[config.mk]
export PLATFORM = sky130hd
export DESIGN_NAME = adc_align_ctl
export DESIGN_NICKNAME = d
export VERILOG_FILES = /design/src/rtl/adc_align_ctl.sv
export SDC_FILE = /design/constraint.sdc
export NUM_CORES = 1
export LEC_CHECK = 0
export ABC_CLOCK_PERIOD_IN_PS = 3200
export CAP_MARGIN = 5
export CORE_MARGIN = 4
export CORE_UTILIZATION = 35
export DETAILED_ROUTE_END_ITERATION = 12
export GPL_TIMING_DRIVEN = 0
export HOLD_SLACK_MARGIN = 0.1
export REMOVE_ABC_BUFFERS = 1
export SKIP_CTS_REPAIR_TIMING = 1
export SLEW_MARGIN = 20
export SYNTH_ARGS = -nofsm -noshare
export SYNTH_HDL_FRONTEND = slang
export SYNTH_SLANG_ARGS = --single-unit
export TNS_END_PERCENT = 20
[constraint.sdc]
create_clock -name i_clk -period 3.2 [get_ports i_clk]
set_input_delay 0.64 -clock i_clk [delete_from_list [all_inputs] [get_ports i_clk]]
set_output_delay 0.64 -clock i_clk [all_outputs]
set_load 0.01 [all_outputs]
[src/rtl/adc_align_ctl.sv]
// adc_align_ctl: per-lane link-training sequencer for a 6-bit DDR ADC lane.
// Drives IODELAY calibrate/reset/increment and ISERDES bitslip. It locks word
// framing on PATTERN, scans delay taps for the first contiguous good run, then
// parks the delay at the centre of that run.
// Optional feature macro: ADC_ALIGN_MONITOR_EN (pattern-error monitor in LOCK).
module adc_align_ctl #(
  parameter logic [5:0]  PATTERN = 6'b111000,
  parameter int unsigned SETTLE  = 8,
  parameter int unsigned NSAMP   = 16,
  parameter int unsigned MAXTAP  = 255
) (
  input  logic       i_clk,
  input  logic       i_rst,
  input  logic       i_start,
  input  logic [5:0] i_dout,
  input  logic       i_busy,
  output logic       o_bs,
  output logic       o_dcal,
  output logic       o_drst,
  output logic       o_dinc,
  output logic       o_done,
  output logic       o_err,
  output logic [7:0] o_tap,
  output logic [2:0] o_slips
);

  // state     | meaning
  // S_IDLE    | inactive, waiting for START (ERR may be held)
  // S_CAL_RISE| DCAL issued, waiting up to 4 cycles for BUSY to rise
  // S_CAL_FALL| waiting for calibration BUSY to fall
  // S_RSTD    | DRST issued, waiting for BUSY low before the framing search
  // S_SLIP    | counting consecutive PATTERN words, bitslip on mismatch
  // S_SCAN    | qualifying one tap per pass, DINC between taps
  // S_CTR_RST | DRST issued for centring, waiting for BUSY low
  // S_CTR_INC | issuing DINC pulses two cycles apart up to the centre tap
  // S_CTR_SET | final settle before reporting lock
  // S_LOCK    | aligned, DONE held
  typedef enum logic [3:0] {
    S_IDLE, S_CAL_RISE, S_CAL_FALL, S_RSTD, S_SLIP,
    S_SCAN, S_CTR_RST, S_CTR_INC, S_CTR_SET, S_LOCK
  } state_t;

  localparam logic [7:0] SETTLE_C = 8'(SETTLE);
  localparam logic [7:0] NSAMP_M1 = 8'(NSAMP - 1);
  localparam logic [7:0] MAXTAP_C = 8'(MAXTAP);

  state_t     r_state, w_state;
  logic       r_bs, r_dcal, r_drst, r_dinc, r_done, r_err;
  logic       w_bs, w_dcal, w_drst, w_dinc, w_done, w_err;
  logic [7:0] r_tap, w_tap;
  logic [2:0] r_slips, w_slips;
  logic [7:0] r_cnt, w_cnt;
  logic [7:0] r_match, w_match;
  logic [7:0] r_first, w_first, r_last, w_last, r_rem, w_rem;
  logic       r_found, w_found, r_gap, w_gap;
  logic [8:0] w_sum;
  logic       w_hit;
`ifdef ADC_ALIGN_MONITOR_EN
  logic [7:0] r_mon, w_mon;
`endif

  // Next-state and next-output logic; every output is registered below.
  always_comb begin
    w_state = r_state;
    w_bs    = 1'b0;
    w_dcal  = 1'b0;
    w_drst  = 1'b0;
    w_dinc  = 1'b0;
    w_done  = r_done;
    w_err   = r_err;
    w_tap   = r_tap;
    w_slips = r_slips;
    w_cnt   = r_cnt;
    w_match = r_match;
    w_first = r_first;
    w_last  = r_last;
    w_found = r_found;
    w_gap   = r_gap;
    w_rem   = r_rem;
    w_sum   = {1'b0, r_first} + {1'b0, r_last};
    w_hit   = (i_dout == PATTERN);
`ifdef ADC_ALIGN_MONITOR_EN
    w_mon   = r_mon;
`endif
    if (i_start) begin
      w_state = S_CAL_RISE;
      w_dcal  = 1'b1;
      w_done  = 1'b0;
      w_err   = 1'b0;
      w_tap   = '0;
      w_slips = '0;
      w_cnt   = 8'd3;
      w_match = '0;
      w_first = '0;
      w_last  = '0;
      w_found = 1'b0;
      w_gap   = 1'b0;
      w_rem   = '0;
`ifdef ADC_ALIGN_MONITOR_EN
      w_mon   = '0;
`endif
    end else begin
      unique case (r_state)
        S_IDLE: ;
        S_CAL_RISE: begin
          if (i_busy || r_cnt == 8'd0) w_state = S_CAL_FALL;
          else w_cnt = r_cnt - 8'd1;
        end
        S_CAL_FALL: begin
          if (!i_busy) begin
            w_drst  = 1'b1;
            w_tap   = '0;
            w_state = S_RSTD;
          end
        end
        S_RSTD: begin
          if (!i_busy) begin
            w_cnt   = SETTLE_C;
            w_match = '0;
            w_state = S_SLIP;
          end
        end
        S_SLIP: begin
          if (i_busy) begin
            w_cnt   = SETTLE_C;
            w_match = '0;
          end else if (r_cnt != 8'd0) begin
            w_cnt = r_cnt - 8'd1;
          end else if (w_hit) begin
            if (r_match == NSAMP_M1) begin
              w_state = S_SCAN;
              w_cnt   = SETTLE_C;
              w_match = '0;
            end else begin
              w_match = r_match + 8'd1;
            end
          end else begin
            // A sixth slip brings the word back to its original framing;
            // SLIPS stays at its cap of 5 and training fails.
            w_bs    = 1'b1;
            w_cnt   = SETTLE_C;
            w_match = '0;
            if (r_slips == 3'd5) begin
              w_err   = 1'b1;
              w_state = S_IDLE;
            end else begin
              w_slips = r_slips + 3'd1;
            end
          end
        end
        S_SCAN: begin
          if (i_busy) begin
            w_cnt   = SETTLE_C;
            w_match = '0;
          end else if (r_cnt != 8'd0) begin
            w_cnt = r_cnt - 8'd1;
          end else if (w_hit && r_match != NSAMP_M1) begin
            w_match = r_match + 8'd1;
          end else begin
            // Verdict for this tap: a miss marks it bad at once.
            w_match = '0;
            w_cnt   = SETTLE_C;
            if (w_hit) begin
              if (!r_found) w_first = r_tap;
              w_found = 1'b1;
              w_last  = r_tap;
            end
            if (w_hit ? (r_tap == MAXTAP_C) : r_found) begin
              w_drst  = 1'b1;
              w_tap   = '0;
              w_state = S_CTR_RST;
            end else if (r_tap == MAXTAP_C) begin
              w_err   = 1'b1;
              w_state = S_IDLE;
            end else begin
              w_dinc = 1'b1;
              w_tap  = r_tap + 8'd1;
            end
          end
        end
        S_CTR_RST: begin
          if (!i_busy) begin
            w_rem   = 8'(w_sum >> 1);
            w_gap   = 1'b0;
            w_state = S_CTR_INC;
          end
        end
        S_CTR_INC: begin
          if (i_busy) begin
            w_gap = r_gap;
          end else if (r_gap) begin
            w_gap = 1'b0;
          end else if (r_rem == 8'd0) begin
            w_cnt   = SETTLE_C;
            w_state = S_CTR_SET;
          end else begin
            w_dinc = 1'b1;
            w_tap  = r_tap + 8'd1;
            w_rem  = r_rem - 8'd1;
            w_gap  = 1'b1;
          end
        end
        S_CTR_SET: begin
          if (i_busy) begin
            w_cnt = SETTLE_C;
          end else if (r_cnt != 8'd0) begin
            w_cnt = r_cnt - 8'd1;
          end else begin
            w_done  = 1'b1;
            w_state = S_LOCK;
          end
        end
        S_LOCK: begin
`ifdef ADC_ALIGN_MONITOR_EN
          if (!w_hit && r_mon != 8'hFF) w_mon = r_mon + 8'd1;
          if (w_mon >= 8'd16) w_err = 1'b1;
`endif
        end
        default: w_state = S_IDLE;
      endcase
    end
  end

  // State and output registers; reset aborts any training immediately.
  always_ff @(posedge i_clk or posedge i_rst) begin
    if (i_rst) begin
      r_state <= S_IDLE;
      r_bs    <= 1'b0;
      r_dcal  <= 1'b0;
      r_drst  <= 1'b0;
      r_dinc  <= 1'b0;
      r_done  <= 1'b0;
      r_err   <= 1'b0;
      r_tap   <= '0;
      r_slips <= '0;
      r_cnt   <= '0;
      r_match <= '0;
      r_first <= '0;
      r_last  <= '0;
      r_found <= 1'b0;
      r_gap   <= 1'b0;
      r_rem   <= '0;
`ifdef ADC_ALIGN_MONITOR_EN
      r_mon   <= '0;
`endif
    end else begin
      r_state <= w_state;
      r_bs    <= w_bs;
      r_dcal  <= w_dcal;
      r_drst  <= w_drst;
      r_dinc  <= w_dinc;
      r_done  <= w_done;
      r_err   <= w_err;
      r_tap   <= w_tap;
      r_slips <= w_slips;
      r_cnt   <= w_cnt;
      r_match <= w_match;
      r_first <= w_first;
      r_last  <= w_last;
      r_found <= w_found;
      r_gap   <= w_gap;
      r_rem   <= w_rem;
`ifdef ADC_ALIGN_MONITOR_EN
      r_mon   <= w_mon;
`endif
    end
  end

  assign o_bs    = r_bs;
  assign o_dcal  = r_dcal;
  assign o_drst  = r_drst;
  assign o_dinc  = r_dinc;
  assign o_done  = r_done;
  assign o_err   = r_err;
  assign o_tap   = r_tap;
  assign o_slips = r_slips;

endmodule

# Word level (Yosys, flattened, before mapping)
# Index checks and enable logic that the tools add are counted.
# word_totals
output_inout_bits,17
regBits,63
# classes
n_addsub,6
eq_ne,50
n_reduce_logical,27
n_mux,131
# op_table
operator,n
two-way mux 8 bit,51
two-way mux 4 bit,20
inequality test 3 bit (second input constant),20
one-hot mux 8 bit (3 select lines),2
one-hot mux 8 bit (6 select lines),1
two-way mux 1 bit,45
one-hot mux 4 bit (9 select lines),1
inequality test 4 bit (second input constant),7
two-way mux 3 bit,6
AND reduction 18 bit,1
AND reduction 9 bit,2
adder 8 x 1 -> 8 bit (second input constant),2
== test 4 x 3 -> 1 bit (second input constant),4
logical NOT 8 bit,2
one-hot mux 8 bit (2 select lines),1
subtractor 8 x 1 -> 8 bit (second input constant),2
AND reduction 5 bit,3
inequality test 2 bit (second input constant),6
AND reduction 10 bit,1
adder 8 x 8 -> 9 bit,1
== test 4 x 2 -> 1 bit (second input constant),2
== test 4 bit (second input constant),2
== test 8 x 4 -> 1 bit (second input constant),1
== test 8 bit (second input constant),1
21 further kinds,30

# Longest topological paths before layout
# Gate-level depths: netlist of the first run.
# logic_depth
depth_word,8
mapped_depth,11

# Worst setup path before layout of the first run
# No wires, ideal clock.
# synth_path
path_type,register to register
start,register r_rem[3]
end,register r_cnt[6]
setup_ps,78
stages_incl_launch_ff,8
path_slack_ps,720
t_arrival_ps,2402
path_buffers,1
cell_sequence,dfrtp_1 > nor4_4 > and4bb_4 > a31oi_1 > or4b_1 > buf_2 > or4b_1 > a21oi_1
# synth_via
elab_chain_len,3
# synth_rtl
element,line,rtl
from (decl),54,"logic [7:0] r_first, w_first, r_last, w_last, r_rem, w_rem;"
from (signal assigned),262,r_rem <= w_rem;
logical NOT 8 bit,193,end else if (r_rem == 8'd0) begin
inequality test 3 bit (no line),--,
AND reduction 9 bit (no line),--,
to (signal assigned),256,r_cnt <= w_cnt;
to (decl),52,"logic [7:0] r_cnt, w_cnt;"
# Every way passes these cells.
# A chain may end at the register's enable or synchronous reset.

# Worst setup path after layout of the first run
# layout_path
start,input i_dout[5]
end,register r_tap[5] (netlist: o_tap[5])
# layout_via
elab_chain_len,8
elab_cells_between_ends,12
# layout_rtl
element,line,rtl
from (decl),15,"input logic [5:0] i_dout,"
== test 6 bit *,81,w_hit = (i_dout == PATTERN);
two-way mux 1 bit,168,if (w_hit ? (r_tap == MAXTAP_C) : r_found) begin
two-way mux 8 bit,168,
two-way mux 8 bit,157,end else if (w_hit && r_match != NSAMP_M1) begin
two-way mux 8 bit,155,end else if (r_cnt != 8'd0) begin
two-way mux 8 bit,152,if (i_busy) begin
one-hot mux 8 bit (3 select lines),103,unique case (r_state)
two-way mux 8 bit,85,if (i_start) begin
to (signal assigned),254,r_tap <= w_tap;
to (decl),50,"logic [7:0] r_tap, w_tap;"
# Every way passes the cells marked *; elsewhere a longest branch is shown, timed or not. The select of a mux whose other input is x is not followed.

==> results of run 1 <==
where the power goes:
| part | leakage (nW) | total (mW) | switching (mW) | internal, mW |
|---|---|---|---|---|
| logic | 0.898 | 0.568 | 0.345 | 0.223 |
| clock network | 0.0923 | 0.685 | 0.328 | 0.357 |
| registers | 0.865 | 0.939 | 0.0998 | 0.839 |
| total | 1.85 | 2.19 | 0.773 | 1.42 |
state kept, by name, indices dropped and copies added (netlist names):
| signal | cells |
|---|---|
| o_dcal | 1 |
| o_bs | 1 |
| r_cnt | 8 |
| r_state | 4 |
| o_done | 1 |
| o_slips | 3 |
| r_match | 8 |
| r_gap | 1 |
| r_first | 8 |
| o_tap | 8 |
| r_last | 8 |
| o_err | 1 |
| r_rem | 8 |
| o_drst | 1 |
| r_found | 1 |
| o_dinc | 1 |
kinds of logic after synthesis:
kind of cell / synth area share [%]
fa+ha+maj: 5.31
buf+inv: 4.06
mux: 1.06
flops: 40.3
xor+xnor: 1.34
compound gates: 20.7
simple gates: 27.2
layer usage:
| layer | up-vias | routed length [µm] | track usage, % |
|---|---|---|---|
| met5 | - | 0 | 0 |
| met4 | 0 | 110 | 5.13 |
| met3 | 8 | 342 | 3.45 |
| met2 | 61 | 4230 | 23.5 |
| met1 | 1667 | 4540 | 20.2 |
| li1 | 1753 | - | - |
per-stage QoR:
stage	TNS, ns	instance area, µm²	hold WS (ns)	total power [mW]
5_1_grt	0	4530	0.522	2.33
6_report	0	4530	0.507	2.19
2_1_floorplan	0	3820	0.446	1.33
4_1_cts	-0.00355	4510	0.496	2.19
3_3_place_gp	-57.10	4260	0.481	1.49
3_5_place_dp	-2.97	4320	0.487	1.50
cell type report:
class                   count  area [µm²]  share of cell area [%]
clock buffers              10         128                    2.82
repair buffers             29         315                    6.96
well taps                 140         175                    3.87
clock inverters             5        60.1                    1.33
multi-input cells         372        2200                    48.6
inverters                  19        73.8                    1.63
flip-flops and latches     63        1580                    34.8
cell usage after synthesis (3+ instances only):
library cell / n / share of area (%)
nand2_1: 68 / 6.5
dfrtp_1: 63 / 40
o21ai_0: 46 / 5.9
nor2_1: 42 / 4.0
a21oi_1: 41 / 5.2
clkbuf_1: 19 / 1.8
inv_1: 19 / 1.8
nor3_1: 18 / 2.3
ha_1: 15 / 4.8
nand3_1: 15 / 1.9
nand2b_1: 12 / 1.9
and3_1: 9 / 1.4
o31ai_1: 9 / 1.7
nor2b_1: 7 / 1.1
nor3b_1: 7 / 1.3
or4_1: 7 / 1.3
a211oi_1: 6 / 1.2
a31oi_1: 6 / 0.96
nor4_1: 4 / 0.64
xnor2_1: 4 / 0.90
and2_1: 3 / 0.48
mux2i_1: 3 / 0.77
o211ai_1: 3 / 0.58
or3_1: 3 / 0.48
final timing paths:
| path | startpoint | endpoint | slack (ns) |
|---|---|---|---|
| max | i_dout[5] | o_tap[5] | 0.24 |
| min | r_match[4] | r_match[4] | 0.51 |
| max reg2reg | r_state[1] | o_tap[5] | 0.29 |
| min reg2reg | r_match[4] | r_match[4] | 0.51 |
| max in group asynchronous | i_rst | o_drst | 2.07 |
| min in group asynchronous | i_rst | r_state[0] | 0.60 |
placed cells by master, fill, tap and decap left out, drive strengths merged, types with 4 or more instances in the layout:
master	instances
nand2	68
dfrtp	63
o21ai	47
nor2	43
a21oi	41
clkdlybuf4s50	25
inv	19
nor3	18
nand3	15
ha	15
nand2b	12
clkbuf	10
o31ai	9
and3	9
or4	7
nor3b	7
nor2b	7
a211oi	6
a31oi	6
nor4	5
xnor2	4
buf	4
worst register-to-register path, stage by stage, from the launching register on:
cell and delay [ns]:
dfrtp_1 0.70, nand2_1 0.22, nor2_1 0.68, o31ai_1 0.26, a31oi_2 0.53, or2_2 0.29, o21ai_0 0.11
==> flow_summary.toml, run 1 <==
[sta]
hold_viol = 0
worst_slew_pin_slew_ns = 0.826
fmax_mhz = 338
setup_viol = 0
period_share_pct = 92.5
fin_skew_ns = 0.0192
slew_violations = 0
period_minus_slack_ns = 2.96
worst_slack_ns = 0.238
rsz0062_at_grt = "no"
slew_headroom_pct = 44.8

[cells_and_area]
drive_gt1_share_pct = 6.83
fill_cells = 1097
final_nets = 520
finalNonFillerCells = 638
diodes = 0
final_util_pct = 41.6
areaGrowthSynthToFinish_pct = 15.9

[drt]
first_pass_iters = 5
viasPerCell = 5.47
num_vias = 3489
drc = 0
drt_iter0_drc = 188
ant_nets = 0
detail_route.wl_per_cell_um = 14.5
routed_wl_mm = 9.22

[clock_tree]
clk_path_buf_depth = 2
cts_root_buf = "clkbuf_8"
clk-insertion-delay-late_ns = 0.35
cts.sinks = 63
cts_inserted_buffers = 9
cts.htree.levels = 3
clkTransAtPathRegs_ns = 0.07
cts_tree = "built"

[setup_path]
path_class = "primary input to flip-flop"
cp_cell_sequence = "clkdlybuf4s50_1, nand2_1, or4_1, nor2_1, o31ai_1, a31oi_2, or2_2, o21ai_0"
reg2regPathDepth = 6
cpPeakStageDelay_ns = 0.57
crit_path_start_kind = "primary input"
required_ns = 3.42
cp_top_family = "simple AND/OR/NAND/NOR gates"
end_kind = "flip-flop"
path_buf_inv = 1
cp_slowest_cell = "or4_1"
cp.arrival_ns = 3.18
cp.depth = 8
critPathMaxFanout = 11

[placement]
place_congestion = 0.904
dp_worst_setup_slack_ns = -0.374
dp_hpwl_mm = 6.61
dp.cells = 623
portBuffers = 26

[grt]
globalRouteOverflowTotal = 0
track_usage_pct = 14.9
grt_antenna_before_repair = 0
grt_start_max_net_pins = 43
grt_pass1_wl_mm = 15.9
grt_pass1_vias = 3365

[floorplanning]
core-area_um2 = 10900
rows = 38
die_area_um2 = 12900
die_h_um = 114
initial_core_util_pct = 35.9
io_pins = 27
die_w_um = 114

[power]
p_leak_nw = 1.85
ir_drop_mv = 0.223
power.density_nw_per_um2 = 484

[logic_synthesis]
synth_edf_count = 0
synth_warnings = 0
synth_seq_area_share_pct = 40.3
async_reset_ff_share_pct = 100
synthCells = 476
mappedNetlistArea_um2 = 3910
postSynthAreaPerCell_um2 = 8.21
synth_seq_cells = 63
ys_types = 60
synth-main-ff-cell = "dfrtp_1"

[worst_hold_path]
hp-class = "flip-flop to flip-flop"
holdPathStages = 1

[flow_run]
cap_violations = 0

[status]
status = "finished clean"
Note: power is estimated with default switching activity, not from simulation.
==> run 2, diff against run 1 <==
ABC_CLOCK_PERIOD_IN_PS = 2500   (was 3200)
CORE_MARGIN = 5   (was 4)
CTS_CLUSTER_DIAMETER = 200   (was default)
clock period = 2.5 ns   (was 3.2 ns; I/O delays follow)
==> run 2 against run 1 <==
The run now ends with setup timing left; via count is 4.3% higher; sequential share of layout area is 2.1 points lower; sequential cell count stayed put; cell count is 1.7% higher; routed wire length is 8.8% higher; sequential power is 29% higher; critical path type is now flip-flop to flip-flop.
==> flow_summary.toml, run 2 (synthesis gave the netlist of run 1 again) <==
[status]
status = "complete, but fails checks"
violations = "setup timing"

[floorplanning]
initial_core_util_pct = 35.9
core-area_um2 = 10900
die_w_um = 116
die_h_um = 116
io_pins = 27
rows = 38
die_area_um2 = 13400

[setup_path]
path_class = "flip-flop to flip-flop"
path_common_cell = "or4_4"
r2r_slack_ns = -0.02
cp.arrival_ns = 2.79
critPathMaxFanout = 6
cp_cell_sequence = "or4_4, nor2_4, or4_4, or4b_4, or4b_1, a21oi_1"
crit_path_start_kind = "flip-flop"
end_kind = "flip-flop"
r2r_end = "r_cnt[6]"
r2r_start = "r_match[5]"
required_ns = 2.77
reg2regPathDepth = 6
cp_slowest_cell = "or4_4"
cpPeakStageDelay_ns = 0.57

[clock_tree]
cts_root_buf = "clkbuf_8"
cts.htree.levels = 3
cts.sinks = 63
cts_tree = "built"
clk_path_buf_depth = 2
clkTransAtPathRegs_ns = 0.08
cts_inserted_buffers = 9
clk-insertion-delay-late_ns = 0.35

[drt]
drt_iter0_drc = 162
ant_nets = 0
first_pass_iters = 4
num_vias = 3638
viasPerCell = 5.61
drc = 0
detail_route.wl_per_cell_um = 15.5
routed_wl_mm = 10.0

[power]
pwr-share-comb_pct = 27.0
ir_drop_mv = 0.310
p_int_mw = 2.09
p_switching_mw = 1.08
power.density_nw_per_um2 = 653
swShare_pct = 34.1
p_clk_share_pct = 34.9
seq_power_share_pct = 38.1
p_leak_nw = 1.98

[sta]
worst_slack_ns = -0.0182
rsz0062_at_grt = "yes"
slew_headroom_pct = 50.5
fmax_mhz = 397
period_share_pct = 101
worst_slew_pin_slew_ns = 0.736
setup_viol = 3
fin_skew_ns = 0.0107
period_minus_slack_ns = 2.52
slew_violations = 0
hold_viol = 0

[cells_and_area]
areaGrowthSynthToFinish_pct = 24.0
layout_commonest_cell = "nand2_1"
diodes = 0
final_nets = 530
final_cell_mix = "67 x nand2_1, 58 x dfrtp_1, 41 x a21oi_1, 41 x o21ai_0, 36 x nor2_1"
finalNonFillerCells = 649
drive_gt1_share_pct = 14.9
postLayoutCellArea_um2 = 4850
fill_cells = 1054

[grt]
grt_pass1_wl_mm = 16.9
grt_pass1_vias = 3475
globalRouteOverflowTotal = 0
track_usage_pct = 15.5
grt_antenna_before_repair = 0
grt_start_max_net_pins = 44

[placement]
dp.cells = 623
dp_hpwl_mm = 6.86
portBuffers = 26
place_congestion = 0.884
place_area_um2 = 4320

[flow_run]
cap_violations = 0

[worst_hold_path]
hp-class = "primary input to async pin"
run 2: stage by stage:
stage	util [%]	setup slack [ns]	total power, mW	TNS (ns)	hold WS, ns
after CTS	41.9	-0.697	3.05	-16.13	0.442
after detailed placement	39.7	-0.921	1.93	-23.36	0.486
final	44.5	-0.0182	3.17	-0.0430	0.451
after global routing	44.5	-0.0887	3.35	-0.441	0.460
after floorplan	-	-0.303	1.71	-3.30	0.446
after global placement	39.1	-1.83	1.91	-123.80	0.480
run 2: power by group through the flow:
stage	Clock [mW]	Sequential [mW]	Combinational (mW)
after floorplan	0	1.18	0.523
after global placement	0	1.22	0.692
after detailed placement	0	1.22	0.717
after CTS	1.13	1.20	0.722
after global routing	1.18	1.22	0.953
final	1.10	1.21	0.855
run 2: layer usage:
metal | global-route usage, % | share of wire, %
met3 | 3.08 | 2.3
met1 | 21.5 | 49
met5 | 0 | 0
met4 | 4.87 | 1.1
met2 | 24.5 | 48
run 2: final cells by class:
class,count,area (µm²),area share (%)
multi-input cells,372,2360,48.7
flip-flops and latches,63,1590,32.7
repair buffers,39,407,8.38
well taps,140,175,3.61
clock buffers,9,124,2.55
clock inverters,7,121,2.50
inverters,19,73.8,1.52
run 2: worst max-delay path: cells and delay by family, from the launching register on:
kind	cells	cell delay, ns
AOI/OAI and AO/OA	1	0.13
DFF	1	0.42
and+or+nand+nor	5	1.89
run 2: how the worst max path moves through the flow:
stage / from / endpoint / slack, ns / cells after the start
after floorplan: i_dout[2] / o_tap[7] / -0.30 / 7
after global placement: i_start / r_match[5] / -1.83 / 6
after detailed placement: i_dout[4] / o_tap[5] / -0.92 / 8
after CTS: r_state[0] / o_tap[5] / -0.70 / 6
after global routing: r_match[5] / r_cnt[6] / -0.09 / 6
final: r_match[5] / r_cnt[6] / -0.02 / 6
